--- config.mk ---
export PLATFORM = sky130hd
export DESIGN_NAME = fetch_stage
export DESIGN_NICKNAME = d
export VERILOG_FILES = /design/src/rtl/fetch_stage.sv
export SDC_FILE = /design/constraint.sdc
export NUM_CORES = 1
export LEC_CHECK = 0
export ABC_AREA = 0
export ABC_CLOCK_PERIOD_IN_PS = 3300
export BUFFER_PORTS_ARGS = -buffer_cell sky130_fd_sc_hd__buf_2
export CAP_MARGIN = 10
export CORE_ASPECT_RATIO = 0.6
export CORE_MARGIN = 2
export CORE_UTILIZATION = 25
export CTS_CLUSTER_DIAMETER = 60
export CTS_CLUSTER_SIZE = 30
export DETAILED_ROUTE_END_ITERATION = 16
export PLACE_DENSITY_LB_ADDON = 0.2
export SKIP_LAST_GASP = 1
export SYNTH_ARGS = -nofsm -noshare
export SYNTH_HDL_FRONTEND = slang
export SYNTH_SLANG_ARGS = --single-unit
--- constraint.sdc ---
create_clock -name clk -period 3.3 [get_ports clk]
set_input_delay 0.495 -clock clk [delete_from_list [all_inputs] [get_ports clk]]
set_output_delay 0.495 -clock clk [all_outputs]
set_load 0.1 [all_outputs]
--- src/rtl/fetch_stage.sv ---
// IF stage: owns the PC, issues single-outstanding instruction reads and fills the IF/ID register.
// Responses made stale by a redirect are dropped so ID only ever sees correct-path work or bubbles.
module fetch_stage #(
    parameter int unsigned     XLEN      = 32,
    parameter logic [XLEN-1:0] RESET_PC  = '0,
    parameter logic [XLEN-1:0] NOP_INSTR = XLEN'(32'h0000_0013)
) (
    input  logic            clk,
    input  logic            rst_n,
    input  logic            stall,
    input  logic            flush,
    input  logic [XLEN-1:0] branch_target,
    output logic            imem_req,
    output logic [XLEN-1:0] imem_addr,
    input  logic            imem_rvalid,
    input  logic [XLEN-1:0] imem_rdata,
    output logic [XLEN-1:0] ifid_pc,
    output logic [XLEN-1:0] ifid_instr,
    output logic            ifid_valid
);

    typedef enum logic [1:0] {
        S_REQ  = 2'd0,
        S_WAIT = 2'd1,
        S_HOLD = 2'd2,
        S_DROP = 2'd3
    } state_e;

    state_e          state_q, state_d;
    logic [XLEN-1:0] pc_q, pc_d;
    logic [XLEN-1:0] hold_instr_q, hold_instr_d;
    logic            req_q, req_d;
    logic [XLEN-1:0] addr_q, addr_d;
    logic [XLEN-1:0] ifid_pc_q, ifid_pc_d;
    logic [XLEN-1:0] ifid_instr_q, ifid_instr_d;
    logic            ifid_valid_q, ifid_valid_d;

    logic [XLEN-1:0] target_c;
    logic [XLEN-1:0] pc_inc_c;
    logic            complete_c;
    logic [XLEN-1:0] load_instr_c;

    assign target_c = branch_target & ~XLEN'(3);
    assign pc_inc_c = pc_q + XLEN'(4);

    // Next-state logic. req_q is low only in the first REQ cycle after reset, when nothing has been issued yet.
    always_comb begin
        state_d      = state_q;
        pc_d         = pc_q;
        hold_instr_d = hold_instr_q;
        complete_c   = 1'b0;
        load_instr_c = imem_rdata;

        case (state_q)
            S_REQ: begin
                if (flush) begin
                    pc_d = target_c;
                end
                if (req_q) begin
                    state_d = flush ? S_DROP : S_WAIT;
                end
            end
            S_WAIT: begin
                if (flush) begin
                    pc_d    = target_c;
                    state_d = imem_rvalid ? S_REQ : S_DROP;
                end else if (imem_rvalid) begin
                    if (stall) begin
                        hold_instr_d = imem_rdata;
                        state_d      = S_HOLD;
                    end else begin
                        complete_c = 1'b1;
                        pc_d       = pc_inc_c;
                        state_d    = S_REQ;
                    end
                end
            end
            S_HOLD: begin
                if (flush) begin
                    pc_d    = target_c;
                    state_d = S_REQ;
                end else if (!stall) begin
                    complete_c   = 1'b1;
                    load_instr_c = hold_instr_q;
                    pc_d         = pc_inc_c;
                    state_d      = S_REQ;
                end
            end
            S_DROP: begin
                if (flush) begin
                    pc_d = target_c;
                end
                if (imem_rvalid) begin
                    state_d = S_REQ;
                end
            end
            default: state_d = S_REQ;
        endcase

        // IF/ID: flush beats stall beats completion; otherwise a bubble with the PC held.
        ifid_pc_d    = ifid_pc_q;
        ifid_instr_d = ifid_instr_q;
        ifid_valid_d = ifid_valid_q;
        if (flush) begin
            ifid_pc_d    = '0;
            ifid_instr_d = NOP_INSTR;
            ifid_valid_d = 1'b0;
        end else if (!stall) begin
            if (complete_c) begin
                ifid_pc_d    = pc_q;
                ifid_instr_d = load_instr_c;
                ifid_valid_d = 1'b1;
            end else begin
                ifid_instr_d = NOP_INSTR;
                ifid_valid_d = 1'b0;
            end
        end

        req_d  = (state_d == S_REQ);
        addr_d = pc_d;
    end

    always_ff @(posedge clk or negedge rst_n) begin
        if (!rst_n) begin
            state_q      <= S_REQ;
            pc_q         <= RESET_PC;
            hold_instr_q <= NOP_INSTR;
            req_q        <= 1'b0;
            addr_q       <= RESET_PC;
            ifid_pc_q    <= '0;
            ifid_instr_q <= NOP_INSTR;
            ifid_valid_q <= 1'b0;
        end else begin
            state_q      <= state_d;
            pc_q         <= pc_d;
            hold_instr_q <= hold_instr_d;
            req_q        <= req_d;
            addr_q       <= addr_d;
            ifid_pc_q    <= ifid_pc_d;
            ifid_instr_q <= ifid_instr_d;
            ifid_valid_q <= ifid_valid_d;
        end
    end

    assign imem_req   = req_q;
    assign imem_addr  = addr_q;
    assign ifid_pc    = ifid_pc_q;
    assign ifid_instr = ifid_instr_q;
    assign ifid_valid = ifid_valid_q;

endmodule
==> results.yml, run 1 <==
critical_path:
  crit_type: "reg2reg"
  cp.required_ns: 3.63
  cp.arrival_ns: 3.02
  cp-end-kind: "register"
  r2r_slack_ns: 0.61
  crit_fanout: 9
  r2r-end: "imem_addr[31]"
  r2r-start: "imem_addr[5]"
  crit_path_start_kind: "register"
  reg2reg_depth: 5
min_path:
  hold_path.class: "in2async"
synth:
  yosys_most_used_dff: "dfrtp_1"
  yosys_warnings: 0
  ys_types: 57
  synth_seq_cells: 129
  syn_inst: 617
  avgSynthCellArea_um2: 9.85
  synth_edf_count: 0
  synth.yosys.seq_area_share_pct: 53.2
  synth-async-reset-ratio_pct: 100
  netlist_area_um2: 6080
place:
  post-dp-hpwl_um: 13700
  place_inst: 1077
  dp_slack_ns: 0.681
  finalWeightedCongestion: 0.799
  io_buffers: 162
power:
  vdd_drop_max_mv: 0.614
  powerDensity_nw_per_um2: 1080
  power_leakage_nw: 3.62
clock_tree:
  cts-root-buf: "clkbuf_16"
  cts_buffer_depth: 2
  tritoncts: "built"
  h-tree-depth: 4
  postCtsSetupRepairBufs: 0
  insertion_delay_ns: 0.42
  clkSinkCount: 129
  path_clk_slew_ns: 0.06
  cts_hold_buffers: 0
  cts_made_buffers: 17
  cts.repair.resized: 0
global_routing:
  grt_pass1_vias: 5146
  antenna_found_initial: 1
  grt_pass1_wl_um: 30500
  grt-ovfl-total: 0
  track_usage_pct: 15.8
  grt_max_degree: 64
timing:
  setup_tns_ns: 0
  postLayoutSetupSlackWorst_ns: 0.614
  clock.fmax_mhz: 372
  maxSlewViolCount: 0
  worst_pin_slew_ns: 0.845
  period_share_pct: 81.4
  fin_skew_ns: 0.00750
  rsz0062_at_grt: "no"
  setup_violations: 0
  relSlewSlack_pct: 43.5
  hold_violations: 0
  fin_crit_ns: 2.69
  whs_ns: 0.0640
drt:
  viasPerCell: 4.66
  drt_iter0_drc: 344
  wl_um: 19400
  routed.top_layer: "met4"
  route.vias.total: 5174
  route.met2.wl_um: 7820
  wl_per_cell_um: 17.5
  drt-met1-wl_um: 10200
  drtAntennaViolNets: 0
  route.met3.wl_um: 1160
  drc: 0
  drtPass1Iterations: 5
cells_and_area:
  final_cells: 1110
  multi_input_area_um2: 2650
  nets: 848
  area_growth_pct: 30.1
  nFillCells: 2493
  drive_above_1_share_pct: 32.9
  ff_latch_area_um2: 3240
job:
  drv_cap: 0
die:
  boundaryPins: 167
  die_w_um: 205
  initial_core_util_pct: 25.3
  row_count: 44
  die_area_um2: 25600
  die_h_um: 125
  core-area_um2: 24100
outcome:
  status: "finished clean"
==> placed cells by master, fill, tap and decap left out, types with 3 or more instances in the layout <==
master	instances
buf_2	161
nand2_1	124
dfrtp_1	123
a21oi_1	57
o21ai_0	47
mux2i_1	34
mux2_2	33
nor2_1	23
buf_4	20
clkbuf_16	17
nand3_1	16
nor3_1	14
nor4_1	9
o22ai_1	7
dfstp_2	6
inv_1	4
and3_1	4
and4_1	4
o211ai_1	4
a31oi_1	4
ha_1	4
bufinv_16	4
clkbuf_8	4
or3_1	3
nand4_1	3
a21o_1	3
a311oi_1	3
a22oi_1	3
clkinvlp_4	3
==> state kept, by name, summed over array words and instances (netlist names) <==
name / cells
hold_instr_q: 32
ifid_instr: 32
ifid_pc: 31
imem_addr: 30
state_q: 2
ifid_valid: 1
imem_req: 1
==> power by group <==
group | internal (W) | switching [W]
Combinational | 0.000901 | 0.00308
Sequential | 0.00206 | 0.000448
Clock | 0.00134 | 0.000721
==> worst max-delay path, stage by stage (launching register included) <==
cell      delay, ns
dfrtp_1        0.55
nand3_4        0.15
or4_1          0.72
or3_1          0.54
or4_1          0.54
o211ai_1       0.09
==> through the flow <==
| stage | power, W | area (µm²) | util, % |
|---|---|---|---|
| 3_5_place_dp | 0.00653 | 7270 | 30.2 |
| 6_report | 0.00856 | 7910 | 32.9 |
| 2_1_floorplan | 0.00563 | 6080 | - |
| 5_1_grt | 0.00902 | 7910 | 32.9 |
| 4_1_cts | 0.00864 | 7910 | 32.9 |
| 3_3_place_gp | 0.00652 | 7270 | 30.2 |
==> kinds of logic (layout without fill, tap and decap cells) <==
kind of cell | Yosys count | in the layout | synth area share [%]
AND/OR/NAND/NOR | 217 | 217 | 16.1
AO/OA/AOI/OAI | 146 | 146 | 13.8
flip-flops | 129 | 129 | 53.2
multiplexers | 67 | 67 | 11.7
buffers and inverters | 49 | 218 | 3.60
adder cells (fa/ha/maj) | 5 | 5 | 1.03
XOR/XNOR | 3 | 3 | 0.432
other | 1 | 3 | 0.0617
==> per-layer routing <==
| layer | GRT usage, % | up-vias |
|---|---|---|
| met5 | 0 | - |
| met4 | 4.49 | 0 |
| met3 | 5.02 | 15 |
| met2 | 21.3 | 133 |
| met1 | 23.8 | 2527 |
| li1 | - | 2499 |
==> worst max path at each step <==
stage / to / slack (ns) / cells after the start / from
2_1_floorplan: imem_addr[31] / 0.23 / 8 / imem_addr[5]
3_3_place_gp: imem_addr[31] / 0.68 / 5 / imem_addr[5]
3_5_place_dp: imem_addr[31] / 0.68 / 5 / imem_addr[5]
4_1_cts: imem_addr[31] / 0.66 / 5 / imem_addr[5]
5_1_grt: imem_addr[31] / 0.52 / 5 / imem_addr[8]
6_report: imem_addr[31] / 0.61 / 5 / imem_addr[5]
==> final cells by class <==
class / instances / share of cell area [%]
antenna: 1 / 0.0316
clock buffer: 23 / 6.17
clock inverter: 9 / 1.93
inverter: 4 / 0.190
multi-input combinational: 440 / 33.5
sequential: 129 / 40.9
tap: 322 / 5.09
timing repair buffer: 182 / 12.2
==> synth_stat cells (all sizes together) (2+ instances only) <==
master	n	area share (%)
nand2	125	7.7
dfrtp	123	51
a21oi	57	4.7
o21ai	49	4.0
mux2i	34	5.6
mux2	33	6.1
clkbuf	32	2.0
nor2	23	1.4
nand3	18	1.8
nor3	14	1.2
buf	11	1.0
nor4	9	0.93
o22ai	7	0.72
dfstp	6	2.6
ha	5	1.0
a31oi	4	0.41
and3	4	0.41
and4	4	0.58
inv	4	0.25
nor2b	4	0.41
o211ai	4	0.49
a21o	3	0.37
a22oi	3	0.37
a311oi	3	0.43
and2	3	0.31
nand4	3	0.31
or3	3	0.31
a221oi	2	0.29
nand2b	2	0.21
o21a	2	0.25
o22a	2	0.29
or4	2	0.25
xnor2	2	0.29
Note: power is estimated with default switching activity, not from simulation.
==> run 2, diff against run 1 <==
--- a/config.mk
+++ b/config.mk
@@ -6,7 +6,7 @@
 export NUM_CORES = 1
 export LEC_CHECK = 0
 export ABC_AREA = 0
-export ABC_CLOCK_PERIOD_IN_PS = 3300
+export ABC_CLOCK_PERIOD_IN_PS = 2400
 export BUFFER_PORTS_ARGS = -buffer_cell sky130_fd_sc_hd__buf_2
 export CAP_MARGIN = 10
 export CORE_ASPECT_RATIO = 0.6
==> constraint.sdc (replaced) <==
create_clock -name clk -period 2.4 [get_ports clk]
set_input_delay 0.36 -clock clk [delete_from_list [all_inputs] [get_ports clk]]
set_output_delay 0.36 -clock clk [all_outputs]
set_load 0.1 [all_outputs]
==> run 2 against run 1 <==
  * First-iteration DRC count down 11%
  * Clock skew up 0.011 ns
  * Global-route usage up 0.30 points
  * Die area unchanged
  * Total power up 37%
  * Final cell count up 0.99%
  * Via count up 0.37%
  * Critical path depth unchanged
  * Hold slack better by 0.094 ns
  * Sequential share of layout area about the same
  * Register-to-register slack worse by 0.46 ns
  * Critical path type unchanged
==> results.yml, run 2 (synthesized netlist as in run 1, its figures left out) <==
clock_tree:
  tritoncts: "built"
  cts_made_buffers: 17
  insertion_delay_ns: 0.43
  postCtsSetupRepairBufs: 0
  h-tree-depth: 4
  cts_buffer_depth: 2
  cts-root-buf: "clkbuf_16"
  clkSinkCount: 129
  path_clk_slew_ns: 0.07
timing:
  clock.fmax_mhz: 445
  maxSlewViolCount: 0
  rsz0062_at_grt: "no"
  whs_ns: 0.158
  setup_tns_ns: 0
  postLayoutSetupSlackWorst_ns: 0.153
  relSlewSlack_pct: 62.4
  fin_crit_ns: 2.25
  period_share_pct: 93.6
  worst_pin_slew_ns: 0.564
  hold_violations: 0
  fin_skew_ns: 0.0180
  setup_violations: 0
cells_and_area:
  nFillCells: 2493
  num_antenna_cells: 0
  area_growth_pct: 32.4
  fin_area_um2: 8050
  final_common_cell: "buf_2"
  ff_latch_area_um2: 3290
  final_cell_mix: "buf_2, nand2_1, dfrtp_1, a21oi_1, o21ai_0"
  nets: 860
  drive_above_1_share_pct: 36.3
  multi_input_area_um2: 2660
critical_path:
  cp.required_ns: 2.74
  cp-end-kind: "register"
  crit_type: "reg2reg"
  crit_buf_inv: 0
  cp_cell_sequence: "nand3_4 > or4_4 > or3_1 > or4_1 > o211ai_1"
  critPathTopFamily: "simple AND/OR/NAND/NOR gates"
  crit_path_start_kind: "register"
  slowest_delay_ns: 0.58
  crit_fanout: 8
  slowest_stage: "or4_4"
  cp.arrival_ns: 2.59
outcome:
  status: "finished clean"
power:
  power_leakage_nw: 3.65
  vdd_drop_max_mv: 0.689
  powerDensity_nw_per_um2: 1460
job:
  drv_cap: 0
global_routing:
  grtUsageMet2_pct: 20.6
  top_usage_layer: "met1"
  track_usage_pct: 16.1
  grt_pass1_wl_um: 31100
  use_met1_pct: 25.1
  grt_pass1_vias: 5143
  gr-usage-met3_pct: 5.23
  grt-ovfl-total: 0
  grt_max_degree: 57
  antenna_found_initial: 0
drt:
  wl_um: 19700
  drtAntennaViolNets: 0
  drc: 0
  drt_iter0_drc: 305
  drtPass1Iterations: 5
  route.vias.total: 5193
  wl_per_cell_um: 17.6
  viasPerCell: 4.63
die:
  die_w_um: 205
  die_area_um2: 25600
  row_count: 44
  initial_core_util_pct: 25.3
  boundaryPins: 167
  core-area_um2: 24100
  die_h_um: 125
place:
  place_area_um2: 7470
  io_buffers: 162
  dp_slack_ns: 0.188
  finalWeightedCongestion: 0.849
  post-dp-hpwl_um: 13900
min_path:
  hold_path.class: "in2reg"
## run 2: cell count changes in the layout (fill, tap and decap cells not counted), moves of 2 or more
cell and change:
buf_12 +4, buf_4 +7, bufinv_16 -2, clkbuf_8 -2
clkinv_2 +2, dfrtp_1 -21, dfrtp_2 +10, dfrtp_4 +11
## run 2: what timing repair did
| action | CTS | global route |
|---|---|---|
| hold buffers | 1 | 0 |
| endpoints found under the hold margin | 54 | 0 |
| gates resized for setup | 0 | 0 |
## run 2: area by class of cell
class,count,share of cell area [%]
Multi-Input combinational cell,440,33.0
Inverter,4,0.186
Timing Repair Buffer,194,13.8
Sequential cell,129,40.9
Clock inverter,10,1.38
Clock buffer,22,5.77
Tap cell,322,5.00
## run 2: layer usage
layer	vias to the layer above	share of wire (%)
met5	-	0
met1	2508	53
met3	18	6.7
met2	146	39
li1	2521	-
met4	0	1.1
## run 2: worst paths after layout
kind,startpoint,end,slack (ns),depth (start not counted)
max,imem_addr[10],imem_addr[31],0.15,5
min,branch_target[26],imem_addr[26],0.16,3
max reg2reg,imem_addr[10],imem_addr[31],0.15,5
min reg2reg,ifid_valid,ifid_valid,0.47,2
max in group asynchronous,rst_n,hold_instr_q[22],1.12,3
min in group asynchronous,rst_n,ifid_pc[11],0.45,2
## run 2: power by group
part | switching [W] | internal, W
clock network | 0.000997 | 0.00158
registers | 0.000632 | 0.00291
logic | 0.00431 | 0.00134
## run 2: worst register-to-register path: cells and delay by family (launching register included)
| kind | cells | cell delay [ns] |
|---|---|---|
| AND/OR/NAND/NOR | 4 | 1.59 |
| flip-flops | 1 | 0.48 |
| AO/OA/AOI/OAI | 1 | 0.09 |
## run 2: stage by stage
step | instances | util, % | total power [W]
floorplan | 618 | - | 0.00784
global placement | 1088 | 31.0 | 0.00922
detailed placement | 1088 | 31.0 | 0.00923
CTS | 1121 | 33.5 | 0.0119
global route | 1121 | 33.5 | 0.0124
finish | 1121 | 33.5 | 0.0118
==> run 3, diff against run 2 <==
--- a/config.mk
+++ b/config.mk
@@ -7,7 +7,6 @@
 export LEC_CHECK = 0
 export ABC_AREA = 0
 export ABC_CLOCK_PERIOD_IN_PS = 2400
-export BUFFER_PORTS_ARGS = -buffer_cell sky130_fd_sc_hd__buf_2
 export CAP_MARGIN = 10
 export CORE_ASPECT_RATIO = 0.6
 export CORE_MARGIN = 2
@@ -15,6 +14,7 @@
 export CTS_CLUSTER_DIAMETER = 60
 export CTS_CLUSTER_SIZE = 30
 export DETAILED_ROUTE_END_ITERATION = 16
+export DONT_BUFFER_PORTS = 1
 export PLACE_DENSITY_LB_ADDON = 0.2
 export SKIP_LAST_GASP = 1
 export SYNTH_ARGS = -nofsm -noshare
==> run 3 against run 2 <==
  * The flow now finishes with violations (negative hold slack)
  * Routed wire length increased by 3.1%
  * Clock-buffer cell count grew 4
  * Maximum frequency decreased by 4.3%
  * Hold slack worse by 0.52 ns
  * Register-to-register slack worse by 0.10 ns
  * Combinational power down 12%
  * Core utilization shrank 2.1 points
  * Via count down 4.2%
  * Critical endpoint is now imem_addr[30]
  * Largest cell class unchanged
  * Highest routed layer unchanged
==> results.yml, run 3 (synthesized netlist as in run 1, its figures left out) <==
clock_tree:
  insertion_delay_ns: 0.42
  cts_hold_buffers: 3
  cts_buffer_depth: 2
  cts_made_buffers: 17
  h-tree-depth: 4
  tritoncts: "built"
  path_clk_slew_ns: 0.06
  clkSinkCount: 129
  postCtsSetupRepairBufs: 0
  cts-root-buf: "clkbuf_16"
critical_path:
  crit_fanout: 8
  reg2reg_depth: 7
  cp.arrival_ns: 2.65
  crit_type: "reg2reg"
  cp-end-kind: "register"
  cp.required_ns: 2.70
  crit_path_start_kind: "register"
die:
  die_area_um2: 25600
  die_w_um: 205
  core-area_um2: 24100
  boundaryPins: 167
  row_count: 44
  initial_core_util_pct: 25.3
  die_h_um: 125
place:
  io_buffers: 0
  place_area_um2: 6930
  post-dp-hpwl_um: 13700
  finalWeightedCongestion: 0.831
timing:
  setup_tns_ns: 0
  period_share_pct: 97.8
  rsz0062_at_grt: "no"
  setup_violations: 0
  whs_ns: -0.357
  fin_skew_ns: 0.0118
  clock.fmax_mhz: 426
  maxSlewViolCount: 0
  fin_crit_ns: 2.35
  worst_pin_slew_ns: 0.986
  hold_violations: 129
  relSlewSlack_pct: 34.1
power:
  comb_power_share_pct: 42.5
  vdd_drop_max_mv: 0.513
  switchingPower_w: 0.00585
  power_leakage_nw: 3.12
  seqPwrFrac_pct: 35.6
  total_power_w: 0.0117
  powerDensity_nw_per_um2: 1550
  switching_share_pct: 50.1
  p_clk_share_pct: 21.9
  p_int_w: 0.00583
cells_and_area:
  num_antenna_cells: 0
  area_growth_pct: 24.0
  drive_above_1_share_pct: 24.4
  fin_util_pct: 31.3
  final_common_cell: "nand2_1"
  nets: 737
  fin_area_um2: 7540
  final_cell_mix: "nand2_1, dfrtp_1, buf_4, a21oi_1, o21ai_0"
drt:
  wl_per_cell_um: 20.4
  drc: 0
  viasPerCell: 4.98
  drt_iter0_drc: 407
  route.vias.total: 4973
  drtAntennaViolNets: 0
  wl_um: 20300
  drtPass1Iterations: 6
global_routing:
  grt_max_degree: 130
  grt-ovfl-total: 0
  track_usage_pct: 16.5
  grt_pass1_wl_um: 31600
  antenna_found_initial: 0
  grt_pass1_vias: 5096
outcome:
  violations: "negative hold slack"
  status: "finished with violations"
min_path:
  hold_path.class: "in2async"
job:
  drv_cap: 0
==> run 3: worst max-delay path, stage by stage (launching register included) <==
cell and delay, ns:
dfrtp_4 0.40, buf_4 0.33, and4_1 0.33, nand4_1 0.31, nor4_1 0.49, buf_4 0.20
xnor2_1 0.10, o21ai_1 0.07
==> run 3: per-stage QoR <==
stage / setup slack (ns) / cells
after floorplan: -0.109 / 618
after global placement: 0.221 / 963
after detailed placement: 0.148 / 963
after CTS: 0.118 / 998
after global routing: 0.0150 / 998
final: 0.0522 / 998
==> run 3: metal layers <==
metal	global-route usage [%]	share of wire, %	up-vias	wire [µm]
met5	0	0	-	0
li1	-	-	2266	-
met4	4.49	1.3	0	269
met2	22.5	41	179	8270
met1	24.7	50	2512	10100
met3	5.08	8.4	16	1710
==> run 3: path summary, 6_finish.rpt <==
kind | end | from | slack, ns
setup / recovery | imem_addr[30] | imem_addr[11] | 0.05
hold / removal | imem_addr[13] | rst_n | -0.36
setup reg to reg | imem_addr[30] | imem_addr[11] | 0.05
hold reg to reg | hold_instr_q[12] | hold_instr_q[12] | 0.50
max in group asynchronous | hold_instr_q[4] | rst_n | 2.41
min in group clk | ifid_pc[13] | flush | 0.03
==> run 3: cell type report <==
type,count,area (µm²)
Clock inverter,6,80.1
Tap cell,322,403
Inverter,4,15.0
Fill cell,2423,16500
Timing Repair Buffer,71,591
Clock buffer,26,489
Sequential cell,129,3290
Multi-Input combinational cell,440,2670
==> run 3: timing repair <==
item                                   in CTS  in global routing
resized for setup                           0                  2
setup endpoints to repair                   0                  6
endpoints found under the hold margin     138                129
==> run 3: power groups by stage <==
stage               combinational [W]  sequential (W)  clock [W]
global placement              0.00485         0.00416          0
global route                  0.00527         0.00425    0.00274
detailed placement            0.00493         0.00420          0
finish                        0.00496         0.00416    0.00256
CTS                           0.00496         0.00417    0.00265
floorplan                     0.00177         0.00607          0
